### src/rtl/audio_pkg.sv
// audio_pkg: shared types and defaults for the PCM serializer slice.
`default_nettype none

package audio_pkg;

  typedef enum logic [0:0] {
    IDLE  = 1'b0,
    SHIFT = 1'b1
  } state_e;

  localparam int DATA_W_DEF  = 16;
  localparam int CLK_DIV_DEF = 2;
  localparam int BIT_CNT_W   = $clog2(DATA_W_DEF);

  // Counter width for an arbitrary word size; never collapses to zero bits.
  function automatic int bitcnt_w(input int dw);
    return (dw > 1) ? $clog2(dw) : 1;
  endfunction

endpackage

`default_nettype wire

### src/rtl/audio_bclk_gen.sv
// audio_bclk_gen: clk divider producing bclk and its rise/fall ticks while run is high.
`default_nettype none

module audio_bclk_gen
  import audio_pkg::*;
#(
  parameter int CLK_DIV = CLK_DIV_DEF
) (
  input  logic clk,
  input  logic reset,
  input  logic run,
  output logic bclk,
  output logic rise_tick,
  output logic fall_tick
);

  localparam int DIV_W = (CLK_DIV > 1) ? $clog2(CLK_DIV) : 1;

  logic [DIV_W-1:0] r_div;
  logic             r_bclk;
  logic             w_tick;

  assign w_tick = run && (r_div == DIV_W'(CLK_DIV - 1));

  always_ff @(posedge clk or negedge reset) begin
    if (!reset) begin
      r_div  <= '0;
      r_bclk <= 1'b0;
    end else if (!run) begin
      r_div  <= '0;
      r_bclk <= 1'b0;
    end else if (w_tick) begin
      r_div  <= '0;
      r_bclk <= ~r_bclk;
    end else begin
      r_div  <= r_div + 1'b1;
    end
  end

  assign bclk      = r_bclk;
  assign rise_tick = w_tick & ~r_bclk;
  assign fall_tick = w_tick &  r_bclk;

endmodule

`default_nettype wire

### src/rtl/audio_pcm_serializer.sv
// audio_pcm_serializer: MSB-first PCM word serializer with generated bit clock.
// Optional macro AUDIO_LRCLK_EN adds an lrclk output toggling at each word start.
`default_nettype none

module audio_pcm_serializer
  import audio_pkg::*;
#(
  parameter int DATA_W  = DATA_W_DEF,
  parameter int CLK_DIV = CLK_DIV_DEF
) (
  input  logic              clk,
  input  logic              reset,
  input  logic              enable,
  input  logic [DATA_W-1:0] d_in,
  output logic              bclk,
  output logic              d_out,
  output logic              done,
`ifdef AUDIO_LRCLK_EN
  output logic              lrclk,
`endif
  output logic              act
);

  localparam int CNT_W = bitcnt_w(DATA_W);

  state_e            r_state;
  logic [DATA_W-1:0] r_shift;
  logic [CNT_W-1:0]  r_bit_cnt;
  logic              w_rise_tick;
  logic              w_fall_tick;
  logic              w_last;
`ifdef AUDIO_LRCLK_EN
  logic              r_lrclk;
`endif

  audio_bclk_gen #(
    .CLK_DIV (CLK_DIV)
  ) u_bclk_gen (
    .clk       (clk),
    .reset     (reset),
    .run       (act),
    .bclk      (bclk),
    .rise_tick (w_rise_tick),
    .fall_tick (w_fall_tick)
  );

  assign w_last = (r_bit_cnt == CNT_W'(DATA_W - 1));

  always_ff @(posedge clk or negedge reset) begin
    if (!reset) begin
      r_state   <= IDLE;
      r_shift   <= '0;
      r_bit_cnt <= '0;
`ifdef AUDIO_LRCLK_EN
      r_lrclk   <= 1'b0;
`endif
    end else begin
      case (r_state)
        IDLE: begin
          if (enable) begin
            r_state   <= SHIFT;
            r_shift   <= d_in;
            r_bit_cnt <= '0;
`ifdef AUDIO_LRCLK_EN
            r_lrclk   <= 1'b0;
`endif
          end
        end
        SHIFT: begin
          if (w_fall_tick) begin
            if (!w_last) begin
              r_bit_cnt <= r_bit_cnt + 1'b1;
              r_shift   <= {r_shift[DATA_W-2:0], 1'b0};
            end else if (enable) begin
              // Reload on the boundary edge so the next word follows with no gap bit.
              r_shift   <= d_in;
              r_bit_cnt <= '0;
`ifdef AUDIO_LRCLK_EN
              r_lrclk   <= ~r_lrclk;
`endif
            end else begin
              r_state   <= IDLE;
              r_shift   <= '0;
              r_bit_cnt <= '0;
            end
          end
        end
        default: r_state <= IDLE;
      endcase
    end
  end

  // The shift register MSB is the serial line, so d_out is a register bit.
  assign d_out = r_shift[DATA_W-1];
  assign act   = (r_state == SHIFT);
  assign done  = (r_state == SHIFT) && w_fall_tick && w_last;
`ifdef AUDIO_LRCLK_EN
  assign lrclk = r_lrclk;
`endif

  a_tick_exclusive: assert property (@(posedge clk) disable iff (!reset)
    !(w_rise_tick && w_fall_tick));

endmodule

`default_nettype wire

### config.mk
export PLATFORM = sky130hd
export DESIGN_NAME = audio_pcm_serializer
export DESIGN_NICKNAME = d
export VERILOG_FILES = /design/src/rtl/audio_pkg.sv /design/src/rtl/audio_bclk_gen.sv /design/src/rtl/audio_pcm_serializer.sv
export SDC_FILE = /design/constraint.sdc
export NUM_CORES = 1
export LEC_CHECK = 0
export ABC_AREA = 1
export BUFFER_PORTS_ARGS = -buffer_cell sky130_fd_sc_hd__buf_2
export CAP_MARGIN = 20
export CORE_ASPECT_RATIO = 0.9
export CORE_MARGIN = 3
export CORE_UTILIZATION = 40
export DETAILED_ROUTE_END_ITERATION = 10
export PLACE_DENSITY = 0.66
export SLEW_MARGIN = 20
export SYNTH_ARGS = -nofsm -noshare
export SYNTH_HDL_FRONTEND = slang
export SYNTH_SLANG_ARGS = --single-unit
### constraint.sdc
create_clock -name clk -period 1.82 [get_ports clk]
set_clock_uncertainty 0.15 [all_clocks]
set_input_delay 0.364 -clock clk [delete_from_list [all_inputs] [get_ports clk]]
set_output_delay 0.364 -clock clk [all_outputs]
set_load 0.05 [all_outputs]
==> Word level (Yosys, flattened, before mapping) <==
Cells that the tools add are included.
{ "word_totals": {"reg_bits": 23, "in_bits": 19} }
{ "classes": {"addsub": 2, "n_eq_ne": 4, "mux": 17, "bitwise_logic": 3, "reduce_logical": 4} }
{ "op_table": {"columns": ["op", "count"], "rows": [
  ["16-bit two-way mux", 4],
  ["16-bit case mux with 2 select lines", 1],
  ["4-bit two-way mux", 3],
  ["4-bit case mux with 2 select lines", 1],
  ["1-bit two-way mux", 7],
  ["4-bit by 1-bit adder with 4-bit output, second input constant", 1],
  ["4-bit equality test, second input constant", 1],
  ["2-bit by 1-bit != test with 1-bit output, second input constant", 2],
  ["1-bit logical AND", 3],
  ["2-bit != test, second input constant", 1],
  ["1-bit inverter", 2],
  ["1-bit case mux with 2 select lines", 1],
  ["2-bit AND reduction", 1],
  ["1-bit adder, second input constant", 1],
  ["1-bit bitwise AND", 1]
]} }

==> Longest topological paths before layout <==
Gate-level depths: netlist (run 1).
{ "logic_depth": {"depth_word": 4, "mapped_depth": 9, "ltp_nobuf": 8} }

==> Cells and area by module <==
Synthesis (run 1) repeated with hierarchy kept, for this count alone.
{ "hier_totals": {"cells_unflattened": 190, "hier_area_um2": 1431.4} }
{ "by_module_without_submodules": {"columns": ["mod", "instances", "cells_each", "area_each_um2", "seq_area_each_um2"], "rows": [
  ["audio_pcm_serializer", 1, 178, 1341.3, 525.5],
  ["audio_bclk_gen", 1, 12, 90.1, 50.0]
]} }

==> Worst setup path after synthesis (run 1) <==
No wires, ideal clock.
{ "synth_timing": {"path_type": "register to output", "startpoint": "register r_state, in the netlist act", "endpoint": "output port done", "t_arrival_ns": 1.621, "slack_ns": -0.315, "path_stages_with_launch": 3, "n_path_buf": 0, "cell_sequence": "dfrtp_1 > nand3_2 > nor2_1"} }
{ "synth_via": {"elab_chain_len": 4} }
{ "synth_lines": {"columns": ["item", "line", "text"], "rows": [
  ["start, declared", "audio_pcm_serializer.sv:26", "state_e r_state;"],
  ["start signal, assigned", "audio_pcm_serializer.sv:51", "r_state <= IDLE;"],
  ["start signal, assigned", "audio_pcm_serializer.sv:61", "r_state <= SHIFT;"],
  ["start signal, assigned", "audio_pcm_serializer.sv:82", "r_state <= IDLE;"],
  ["1-bit logical AND", "audio_bclk_gen.sv:23", "assign w_tick = run && (r_div == DIV_W'(CLK_DIV - 1));"],
  ["1-bit bitwise AND", "audio_bclk_gen.sv:42", "assign fall_tick = w_tick & r_bclk;"],
  ["1-bit logical AND * (2 in series)", "audio_pcm_serializer.sv:96", "assign done = (r_state == SHIFT) && w_fall_tick && w_last;"],
  ["end, declared", "audio_pcm_serializer.sv:17", "output logic done,"]
]} }
Mark *: on every way between the ends. The rest lies on a longest branch, timed or not.

==> Worst setup path in the final report (run 1) <==
{ "layout_timing": {"startpoint": "register r_bit_cnt[0]", "endpoint": "output port done"} }
{ "layout_via": {"elab_chain_len": 2} }
{ "layout_lines": {"columns": ["item", "line", "text"], "rows": [
  ["start, declared", "audio_pcm_serializer.sv:28", "logic [CNT_W-1:0] r_bit_cnt;"],
  ["start signal, assigned", "audio_pcm_serializer.sv:72", "r_bit_cnt <= r_bit_cnt + 1'b1;"],
  ["4-bit equality test", "audio_pcm_serializer.sv:47", "assign w_last = (r_bit_cnt == CNT_W'(DATA_W - 1));"],
  ["1-bit logical AND", "audio_pcm_serializer.sv:96", null]
]} }
No other way between the ends.

==> flow_results.org, run 1 <==
** Layout
- The count of cells in the finished layout, fillers not included, comes to 225.
- Design area :: 1456 sq um
- 0 antenna diodes ended up in the layout.
- Layout cells sized above 1 :: 24.06%
- After the last flow step, the layout net total stands at 208.
- The area growth from synthesis to layout is 24.49%.
- At the end of the flow the core is filled with cells to 55.67%.

** Die
- Chip width :: 63.01 um
- The die is 57.31 um tall.
- Initial standard-cell utilization of the core :: 44.72%
- 23 I/O pins were placed.
- The region available for standard cell placement spans 2616 sq um.
- In this run the core area contains 17 standard-cell rows.
- The floorplan step defined a die boundary enclosing 3611 sq um.

** Placed design
- Routability cong. :: 0.7056
- Estimated wirelength of the detail-placed design :: 1.834 mm
- After detailed placement, the total cell area comes to 1333 sq um.
- Buffers placed on the I/O ports in this run total 22.
- Once placement completed, the tool counted placed cells totaling 214.

** Status
- Run status :: complete, no violations

** Worst setup path
- Highest-delay cell along the critical path :: dfrtp_1
- In this run the register-to-register setup slack is 140 ps.
- Kind of critical path :: reg -> out
- Worst Path Required :: 1310 ps
- STA classifies the critical path startpoint as a flop.
- The worst setup path is captured at an output port.
- Of all nets on the critical path, the largest fanout is 2.
- For this run, the slowest stage of the critical path takes 420 ps.
- Data arrival time of the critical path :: 1250 ps
- Traced cell by cell, the critical path runs through ha_4, nand3_4, nor2_4, buf_8.

** Yosys
- Xor-xnor portion of the synthesized cell area :: 0.7487%
- Yosys Warn Count :: 0
- Synthesized-area fraction occupied by and/or/nand/nor cells :: 33.58%
- Counting every net in the synthesized netlist gives 175.
- Post-Synth Adder-Cell Area :: 1.070%
- After synthesis, flip-flops and latches occupy 49.20% of the total area.
- The mapped netlist covers 1170 sq um.
- Count of cell types in the netlist :: 15
- Synth Instances :: 155
- Measured against the total synthesized area, the mux share comes to 0%.
- By area, the combinational part of the netlist is dominated by simple AND/OR/NAND/NOR gates.
- Dividing the synthesized area by the synthesized cell count gives 7.548 sq um.
- The synthesized netlist devotes 5.882% of its cell area to compound gates.
- Yosys reg bits :: 23

** Timing
- Dividing the final minimum period by the clock period gives 97.05%.
- Based on the critical path, the design can be clocked at up to 0.5662 GHz.
- Setup violations remaining at the end of the flow were counted as 0.
- Transition time of the tightest slew-check pin :: 526.2 ps
- Final hold slack :: 117.2 ps
- The worst path in the final design needs a cycle of 1766 ps, including I/O delays and setup.
- The count of pins over their slew limit was 0.
- The count of endpoints failing hold in the final timing report is 0.
- In this run the tightest slew margin relative to its limit is 64.92%.
- Setup repair after global routing left no endpoint under its margin.

** Global route
- Initial antenna violation count :: 0
- Pin count of the biggest net entering global routing :: 29
- Combined global-route utilization of all metal layers :: 16.10%
- Vias in the first global route :: 1,040
- First-pass GRT wire length :: 4.623 mm
- Global routing finished with a remaining overflow of 0.

** Route
- Sum of routed wire length over all layers :: 2.691 mm
- The count of nets left with antenna violations once routing finished came out at 0.
- Met3 wire length :: 122 um
- After detailed routing, the number of remaining DRC violations is 0.
- Via density :: 4.804
- Number of optimization iterations in the first detailed-route pass :: 4
- For this block, wires on met1 add up to 1.173 mm.
- Detailed Route Iter0 Violations :: 37
- Routed length on met2 :: 1.359 mm
- The highest metal layer carrying signal wires in the routed design is met4.
- Total number of vias :: 1,081
- Dividing the detail-routed wire length by the instance count gives 11.96 um.

** Power and ir drop
- Per report_power, the clock group accounts for 13.3% of the total.
- The internal power of the cells totals 1.082 mW.
- VDD sags by at most 0.5164 mV.
- Combinational share of power :: 39.3%
- Lkg Pwr :: 0.8100 nW
- Net switching share of the total power :: 39.93%
- Power share of the sequential group :: 47.4%
- In this run the power spent charging and discharging nets is 0.7189 mW.
- In this run the power density over the cells is 1236 nW/um^2.

** Worst hold path
- Type of the tightest min-delay check :: in -> reg

** Clocking
- Clk buf depth :: 2
- In this run the number of H-tree levels came out at 1.
- CTS sink count :: 23
- The tree is rooted in a clkbuf_4.
- After clock tree synthesis, the clock-pin slew on the worst setup and hold paths is 130 ps.
- Buffers inserted during clock tree synthesis total 3.
- Clock latency on the worst-skew pair, taken at its later pin, is 310 ps.
- Clock tree from TritonCTS :: yes

** Flow run
- Max capacitance violation total :: 0
[state kept, by name (all words and copies together), names as in the netlist]
signal and count:
r_bit_cnt 4, u_bclk_gen.r_div 1, u_bclk_gen.bclk 1, act 1, r_shift 16
[metrics by stage]
step	worst slack (ps)	power, mW	TNS, ps
after floorplan	41.14	1.310	0
after global placement	213.0	1.427	0
after detailed placement	152.2	1.465	0
after CTS	-2.706	1.776	-2.706
after global routing	7.941	1.952	0
final	53.78	1.800	0
[synthesized netlist by cell type (all sizes together)]
master	n	area share, %
nor2	9	2.9
dfrtp	23	49
ha	1	1.1
a21oi	8	3.4
o21ai	5	2.5
xor2	1	0.75
inv	21	6.7
nand3	27	12
buf	5	2.8
nand2	55	18
[worst paths after layout]
kind	start	cells after the start	end
max in group asynchronous	reset	2	act$_DFF_PN0_
min in group asynchronous	reset	2	u_bclk_gen.bclk$_DFFE_PN0P_
max reg2reg	act$_DFF_PN0_	9	r_shift[12]$_DFFE_PN0P_
max	r_bit_cnt[0]$_DFFE_PN0P_	4	done
min	d_in[15]	3	r_shift[15]$_DFFE_PN0P_
min reg2reg	r_shift[0]$_DFFE_PN0P_	2	r_shift[0]$_DFFE_PN0P_
[metal layers]
| layer | vias up | track usage (%) |
|---|---|---|
| met5 | - | 0 |
| met4 | 0 | 3.145 |
| met3 | 4 | 4.921 |
| met2 | 18 | 28.72 |
| met1 | 507 | 19.28 |
| li1 | 552 | - |
[layout by cell type (no fill, tap or decap), drive strengths merged]
cell         netlist  layout
clkinv             0       1
ha                 1       1
o21ai              5       5
dfrtp             23      23
nand2             55      55
a21oi              8       8
inv               21      21
nand3             27      27
dlygate4sd3        0       1
clkbuf             0       3
buf                5      32
xor2               1       1
nor2               9       9
[power by group through the flow]
stage	logic, mW	registers [mW]	clock network, mW
after detailed placement	0.617	0.848	0
after global placement	0.594	0.833	0
after global routing	0.808	0.875	0.268
after floorplan	0.432	0.878	0
after CTS	0.680	0.847	0.249
final	0.707	0.854	0.239
[critical path: cells and delay by family (launching register included)]
kind,cells,cell delay (ps)
buffers and inverters,1,150
flip-flops,1,420
AND/OR/NAND/NOR,2,190
adder cells (fa/ha/maj),1,170
[final cells by class]
cell class	instances	area, sq um
clock buffers	3	22.52
clock inverters	1	5.005
repair buffers	33	207.7
multi-input cells	106	518.0
fillers	271	1160
flip-flops and latches	23	576.8
inverters	21	78.83
well taps	38	47.55
[cells by family (layout without fill, tap and decap cells)]
family | Yosys count | count (layout)
DFF | 23 | 23
AOI/OAI and AO/OA | 13 | 13
xor gates and xnor gates | 1 | 1
and+or+nand+nor | 91 | 91
adders and majority gates | 1 | 1
buffers and inverters | 26 | 58
[timing repair]
| action | 4_1_cts | 5_1_grt |
|---|---|---|
| resized for setup | 6 | 3 |
| buffers inserted | 2 | 4 |
| setup endpoints to repair | 2 | 2 |
| endpoints found under the hold margin | 23 | 0 |
| hold buffers | 1 | 0 |
| pin swaps | 1 | 2 |
No activity file was read; power rests on OpenSTA's default activity.
==> run 2: changes to the inputs <==
- ABC_AREA: 1 -> 0
- CTS_BUF_LIST: not set -> sky130_fd_sc_hd__clkbuf_16
==> flow_results.org, run 2 <==
** Route
- Via density :: 5.482
- For this run, design rule violations remaining after detail routing come to 0.
- After the first detailed-routing iteration, the DRC count stood at 52.
- After detailed routing, the average wire length per cell comes to 15.49 um.
- Number of optimization iterations in the first detailed-route pass :: 4
- Sum of routed wire length over all layers :: 2.633 mm
- The count of nets left with antenna violations once routing finished came out at 0.
- The routed layout has 932 vias.

** Power and ir drop
- In this run the static leakage power is 0.6447 nW.
- Max rail drop VDD :: 0.8623 mV
- For this design the ratio of total power to cell area is 1570 nW/um^2.

** Die
- DIE HEIGHT :: 56.42 um
- In this run the standard cell core region covers 2574 sq um.
- Overall die area :: 3499 sq um
- The initialized floorplan defines 17 standard-cell rows.
- 23 I/O pins were placed.
- Chip width :: 62.02 um
- For this configuration, the core starts out at a cell density of 43.90%.

** Yosys
- The synthesized design devotes to its leading area cell type 50.94% of total area.
- Yosys mapped the design onto 29 distinct sky130hd cell types.
- Top-count cell post-synth :: dfrtp_1
- Synthesis produced a netlist with a net count of 123.
- Share of async-settable or async-resettable flops after synthesis :: 100.0%
- Dividing the synthesized area by the synthesized cell count gives 10.97 sq um.
- Fraction of the yosys area taken by sequential cells :: 50.94%
- The cell count after synthesis came out at 103.
- In the synthesized netlist the dominant register cell turns out to be dfrtp_1.
- By count the netlist is led by dfrtp_1, nand3_1, a221o_1, o21ai_0.
- The synthesized design spends more area on one cell type than any other, namely dfrtp_1.
- By area the synthesized netlist is led by dfrtp_1, a221o_1, nand3_1.
- The Yosys step of the flow raised 0 warnings.
- Yosys reg bits :: 23
- The synthesized design contains 0 enable-type register cells.
- Synth Cell Area :: 1130 sq um

** Worst setup path
- End of the worst register-to-register path :: r_shift[12]$_DFFE_PN0P_
- Data arrival time of the critical path :: 1240 ps
- Data on the critical path is required at its endpoint by 1310 ps.
- Reg-to-reg startpoint :: r_bit_cnt[1]$_DFFE_PN0P_
- Slack of the worst reg-to-reg path :: 200 ps
- The worst setup path is launched from a flop.
- Along the worst path, the maximum fanout reaches 3.
- CP Capture Type :: output port
- Depth of the worst register-to-register path :: 4
- Kind of critical path :: reg -> out

** Timing
- Transition time of the tightest slew-check pin :: 515.5 ps
- Number of pins exceeding their max-slew limit in the final report :: 0
- Setup repair after global routing left no endpoint under its margin.
- Period utilisation layout :: 96.55%
- The count of endpoints failing hold in the final timing report came to 0.
- In the final timing run, aggregate negative setup slack is 0 ps.
- Time the final worst path needs with I/O delays and setup :: 1757 ps
- Slew headroom :: 65.64%
- Final Setup Violations :: 0
- Derived from the worst setup path, the maximum achievable clock frequency is 0.5691 GHz.

** Clocking
- The clock drives 23 sinks.
- CTS built an H-tree with a depth of 1.
- After clock tree synthesis, the clock-pin slew on the worst setup and hold paths is 60 ps.
- Clk buf depth :: 2
- Clock latency reported for the late side of the worst-skew pair :: 260 ps
- Clock tree synthesis inserted a total of 3 buffers.
- CTS placed an instance of clkbuf_16 at the clock tree root.
- TritonCTS built the clock tree.
- Count of buffers added by post-CTS timing repair for setup :: 0

** Layout
- Core utilization of the finished layout :: 55.32%
- Area Growth Syn to Fin :: 26.02%
- The net count of the finished layout is 153.
- Excluding fillers, the count of instances in the completed layout stands at 170.
- Fill cells in the final layout number 245.
- The repair_antennas step left the layout with diodes totalling 0.
- The largest registers in the layout are r_shift (16), r_bit_cnt (4).
- Register with the most flip-flops :: r_shift
- Commonest non-fill, non-tap cell in the layout :: buf_2
- Once layout is done, the placed cells without fillers occupy 1424 sq um.
- The post-route netlist has 40.15% of its cells at a drive strength greater than 1.
- Leaving out fill and tap cells, the most frequent cells in the layout are buf_2, dfrtp_1, nand3_1.
- Flip-flop count of the largest register, all copies and words added :: 16

** Placed design
- # placed instances :: 165
- At the end of routability-driven placement, the weighted congestion stood at 0.7941.
- Instance area after placement :: 1309 sq um
- Once detailed placement completed, the half-perimeter wirelength came to 1.833 mm.
- Input/output buffers :: 22

** Global route
- The first global-routing pass estimated 4.443 mm of wire.
- Global routing finished with a remaining overflow of 0.
- The via count of the first global-routing pass was 954.
- Entering global routing, the biggest net connects 24 pins.
- The initial antenna violation count was 0.
- Combined global-route utilization of all metal layers :: 16.60%

** Worst hold path
- The worst hold path passes through 2 cells.
- The worst hold path begins at d_in[0].
- Worst Hold Endpoint :: r_shift[0]$_DFFE_PN0P_
- The min-delay analysis places its worst path in the category in -> reg.

** Status
- The run finished with clean final reports.

** Flow run
- Max capacitance violation total :: 0
-- run 2: through the flow --
stage          worst slack, ps  hold WS (ps)  total power, mW
4_1_cts                  9.175         186.1            2.220
3_3_place_gp             178.3         214.8            1.690
3_5_place_dp             109.5         221.0            1.725
5_1_grt                  19.20         194.0            2.400
2_1_floorplan            39.32        -81.59            1.527
6_report                 62.79         188.3            2.235
-- run 2: worst max path at each step --
stage | start | end | slack (ps) | cells past startpoint
after floorplan | act$_DFF_PN0_ | done | 40 | 3
after global placement | r_bit_cnt[1]$_DFFE_PN0P_ | r_shift[9]$_DFFE_PN0P_ | 180 | 5
after detailed placement | r_bit_cnt[1]$_DFFE_PN0P_ | r_shift[3]$_DFFE_PN0P_ | 110 | 5
after CTS | r_bit_cnt[1]$_DFFE_PN0P_ | done | 9 | 4
after global routing | r_bit_cnt[0]$_DFFE_PN0P_ | done | 20 | 4
final | r_bit_cnt[0]$_DFFE_PN0P_ | done | 60 | 4
-- run 2: kinds of logic (layout without fill, tap and decap cells) --
kind of cell / after synthesis / count (layout) / synth area share, %
xor gates and xnor gates: 1 / 1 / 0.7753
DFF: 23 / 23 / 50.94
adders and majority gates: 1 / 1 / 1.107
and+or+nand+nor: 40 / 40 / 20.71
buffers and inverters: 8 / 37 / 4.982
muxes: 1 / 1 / 0.8860
AOI/OAI and AO/OA: 29 / 29 / 20.60
-- run 2: per-layer routing --
metal,routed length [um],up-vias,share of wire (%),track usage [%]
met5,0,-,0,0
met4,0,0,0,2.727
met3,128,0,4.9,4.138
met2,1245,27,47,25.44
met1,1259,449,48,23.65
li1,-,456,-,-
-- run 2: final cells by class --
type                    count  area, sq um  share of cell area (%)
inverters                   2        7.507                  0.5272
flip-flops and latches     23        579.3                   40.69
well taps                  38        47.55                   3.339
repair buffers             31        186.4                   13.09
clock buffers               3        75.07                   5.272
multi-input cells          72        523.0                   36.73
clock inverters             1        5.005                  0.3515
-- run 2: repair_timing --
action | in CTS | in global routing
pin swaps | 0 | 1
gates resized for setup | 3 | 3
hold buffers | 1 | 0
endpoints found under the setup margin | 1 | 1
gates cloned | 0 | 0
hold endpoints to repair | 23 | 0
-- run 2: power breakdown --
group / internal, mW / switching [mW]
logic: 0.414 / 0.449
registers: 0.732 / 0.165
clock network: 0.296 / 0.180
-- run 2: critical path: stages (launching register included) --
cell     delay (ps)
dfrtp_1         400
ha_4            160
nand3_2         120
nor2_4          140
buf_6           160
==> run 3: changes to the inputs <==
- CELL_PAD_IN_SITES_DETAIL_PLACEMENT: not set -> 1
- CELL_PAD_IN_SITES_GLOBAL_PLACEMENT: not set -> 1
- PLACE_DENSITY: 0.66 -> 0.8
==> flow_results.org, run 3 (synthesis results as in run 2) <==
** Status
- The run finished with clean final reports.

** Layout
- Number of nets in the final layout :: 155
- Once layout is done, the placed cells without fillers occupy 1431 sq um.
- Ranked by flip-flop count, first place goes to r_shift.
- The largest registers in the layout are r_shift (16), r_bit_cnt (4).
- Area Growth Syn to Fin :: 26.69%
- Summing all flip-flop and latch instances after layout gives 578.1 sq um.
- The layout has 281 filler cells.
- Footprint of the multi-input gates :: 513.0 sq um
- Layout Cells excl Fill :: 172
- N_diodes :: 0
- Flip-flop count of the largest register, all copies and words added :: 16
- Top library cells by usage in the layout, fill and taps aside :: buf_2, dfrtp_1, nand3_1
- Layout cells sized above 1 :: 40.30%
- Once layout is complete, the utilization of the core stands at 55.62%.

** Timing
- For the pin with the worst max-slew slack, the measured transition is 507.0 ps.
- Derived from the worst setup path, the maximum achievable clock frequency is 0.5763 GHz.
- Period utilisation layout :: 95.34%
- In this run the tightest slew margin relative to its limit is 66.20%.
- The count of endpoints failing hold in the final timing report came to 0.
- For the finished layout, the period the worst path requires is 1735 ps.
- Final critical-path setup slack :: 84.82 ps
- Final Setup Violations :: 0
- In the final timing run, aggregate negative setup slack is 0 ps.
- The count of pins over their slew limit is 0.
- Setup repair after global routing left no endpoint under its margin.

** Die
- Core area :: 2574 sq um
- In this run the count of I/O pins placed on the die edge is 23.
- Chip width :: 62.02 um
- The initialized floorplan defines 17 standard-cell rows.
- DIE HEIGHT :: 56.42 um
- Once the floorplan was initialized, standard cells occupied 43.90% of the core.
- Overall die area :: 3499 sq um

** Worst setup path
- Worst Path Required :: 1310 ps
- Largest delay share family, worst path :: flip-flops
- CP Capture Type :: output port
- The number of buffers and inverters on the critical path is 1.
- CP Launch Type :: flop
- For this design, the slowest cell found on the critical path is dfrtp_1.
- Peak fanout along the critical path :: 3
- Max stage delay on crit path :: 360 ps
- The worst setup path is of the reg -> out kind.
- Data arrival time of the critical path :: 1220 ps
- Sequence of cells on the critical path :: ha_2, nand3_2, nor2_4, buf_8

** Route
- In the detailed route, the total length drawn on met2 is 1.552 mm.
- After detailed routing, the total wire length is 3.025 mm.
- Across all layers, the routed design uses 961 vias.
- DRC violation count after routing :: 0
- Number of optimization iterations in the first detailed-route pass :: 4
- In the routed layout, each cell is associated on average with a via count of 5.587.
- In this run the top signal layer used is met4.
- Detailed Route Iter0 Violations :: 41
- Metal1 wirelength :: 1.338 mm
- Summed over all nets, wire length on met3 after detailed routing comes to 108 um.
- The detail route stage leaves a number of antenna-violating nets equal to 0.
- Dividing the detail-routed wire length by the instance count gives 17.59 um.

** Clocking
- Clock-pin slew on the worst setup and hold paths :: 60 ps
- For the worst-skew pair, the clock arrives at the later sink with an insertion delay of 260 ps.
- Number of buffers created by CTS :: 3
- Clk buf depth :: 2
- For this design, the sink count on the clock tree is 23.
- Clock tree from TritonCTS :: yes
- In this run the number of H-tree levels came out at 1.
- The tree is rooted in a clkbuf_16.

** Placed design
- In this run, placement finished with an instance count of 165.
- Instance area after placement :: 1309 sq um
- Estimated wirelength of the detail-placed design :: 2.139 mm
- Worst setup slack before clock tree synthesis :: 121.0 ps
- Input/output buffers :: 22
- Routability cong. :: 0.8175

** Global route
- The initial antenna violation count is 0.
- Entering global routing, the biggest net connects 24 pins.
- First-pass GRT wire length :: 4.988 mm
- The via count of the first global-routing pass was 1,030.
- For this run the aggregate overflow at the end of global routing stands at 0.
- Global routing used 19.11% of the available tracks across all layers.

** Worst hold path
- Type of the tightest min-delay check :: in -> reg

** Power and ir drop
- VDD sags by at most 0.5834 mV.
- Summed over all cells, the static leakage comes to 0.6555 nW.
- Power Density :: 1596 nW/um^2

** Flow run
- The tool flagged a number of max-cap violations equal to 0.
run 3: final cells by class:
| type | count | area share, % |
|---|---|---|
| inverter | 2 | 0.5245 |
| tap | 38 | 3.322 |
| clock buffer | 3 | 5.245 |
| sequential | 23 | 40.38 |
| timing repair buffer | 33 | 14.34 |
| multi-input combinational | 72 | 35.84 |
| clock inverter | 1 | 0.3497 |
run 3: per-stage QoR:
stage / power (mW) / hold slack (ps)
2_1_floorplan: 1.527 / -81.59
3_3_place_gp: 1.701 / 213.8
3_5_place_dp: 1.756 / 214.1
4_1_cts: 2.267 / 169.5
5_1_grt: 2.447 / 189.2
6_report: 2.285 / 172.1
run 3: repair_timing:
item                                   4_1_cts  5_1_grt
hold buffers                                 1        0
pin swaps                                    0        1
gates resized for setup                      3        2
endpoints found under the hold margin       23        0
setup buffers                                0        2
setup endpoints to repair                    1        1
run 3: worst paths after layout:
kind / endpoint / slack (ps) / startpoint / cells after the start
setup / recovery: done / 80 / r_bit_cnt[0]$_DFFE_PN0P_ / 4
hold / removal: r_shift[0]$_DFFE_PN0P_ / 170 / d_in[0] / 2
setup reg to reg: r_shift[9]$_DFFE_PN0P_ / 200 / r_bit_cnt[0]$_DFFE_PN0P_ / 5
hold reg to reg: r_shift[0]$_DFFE_PN0P_ / 360 / r_shift[0]$_DFFE_PN0P_ / 1
max in group asynchronous: act$_DFF_PN0_ / 690 / reset / 2
min in group asynchronous: r_shift[7]$_DFFE_PN0P_ / 460 / reset / 2
run 3: routing by layer:
layer / global-route usage [%] / vias up
met5: 0 / -
met4: 2.727 / 0
met3: 5.517 / 5
met2: 31.07 / 20
met1: 25.32 / 480
li1: - / 456
run 3: where the power goes:
group          internal, mW  leakage, nW  switching (mW)
sequential            0.730        0.278           0.162
combinational         0.428        0.337           0.487
clock                 0.296       0.0409           0.183
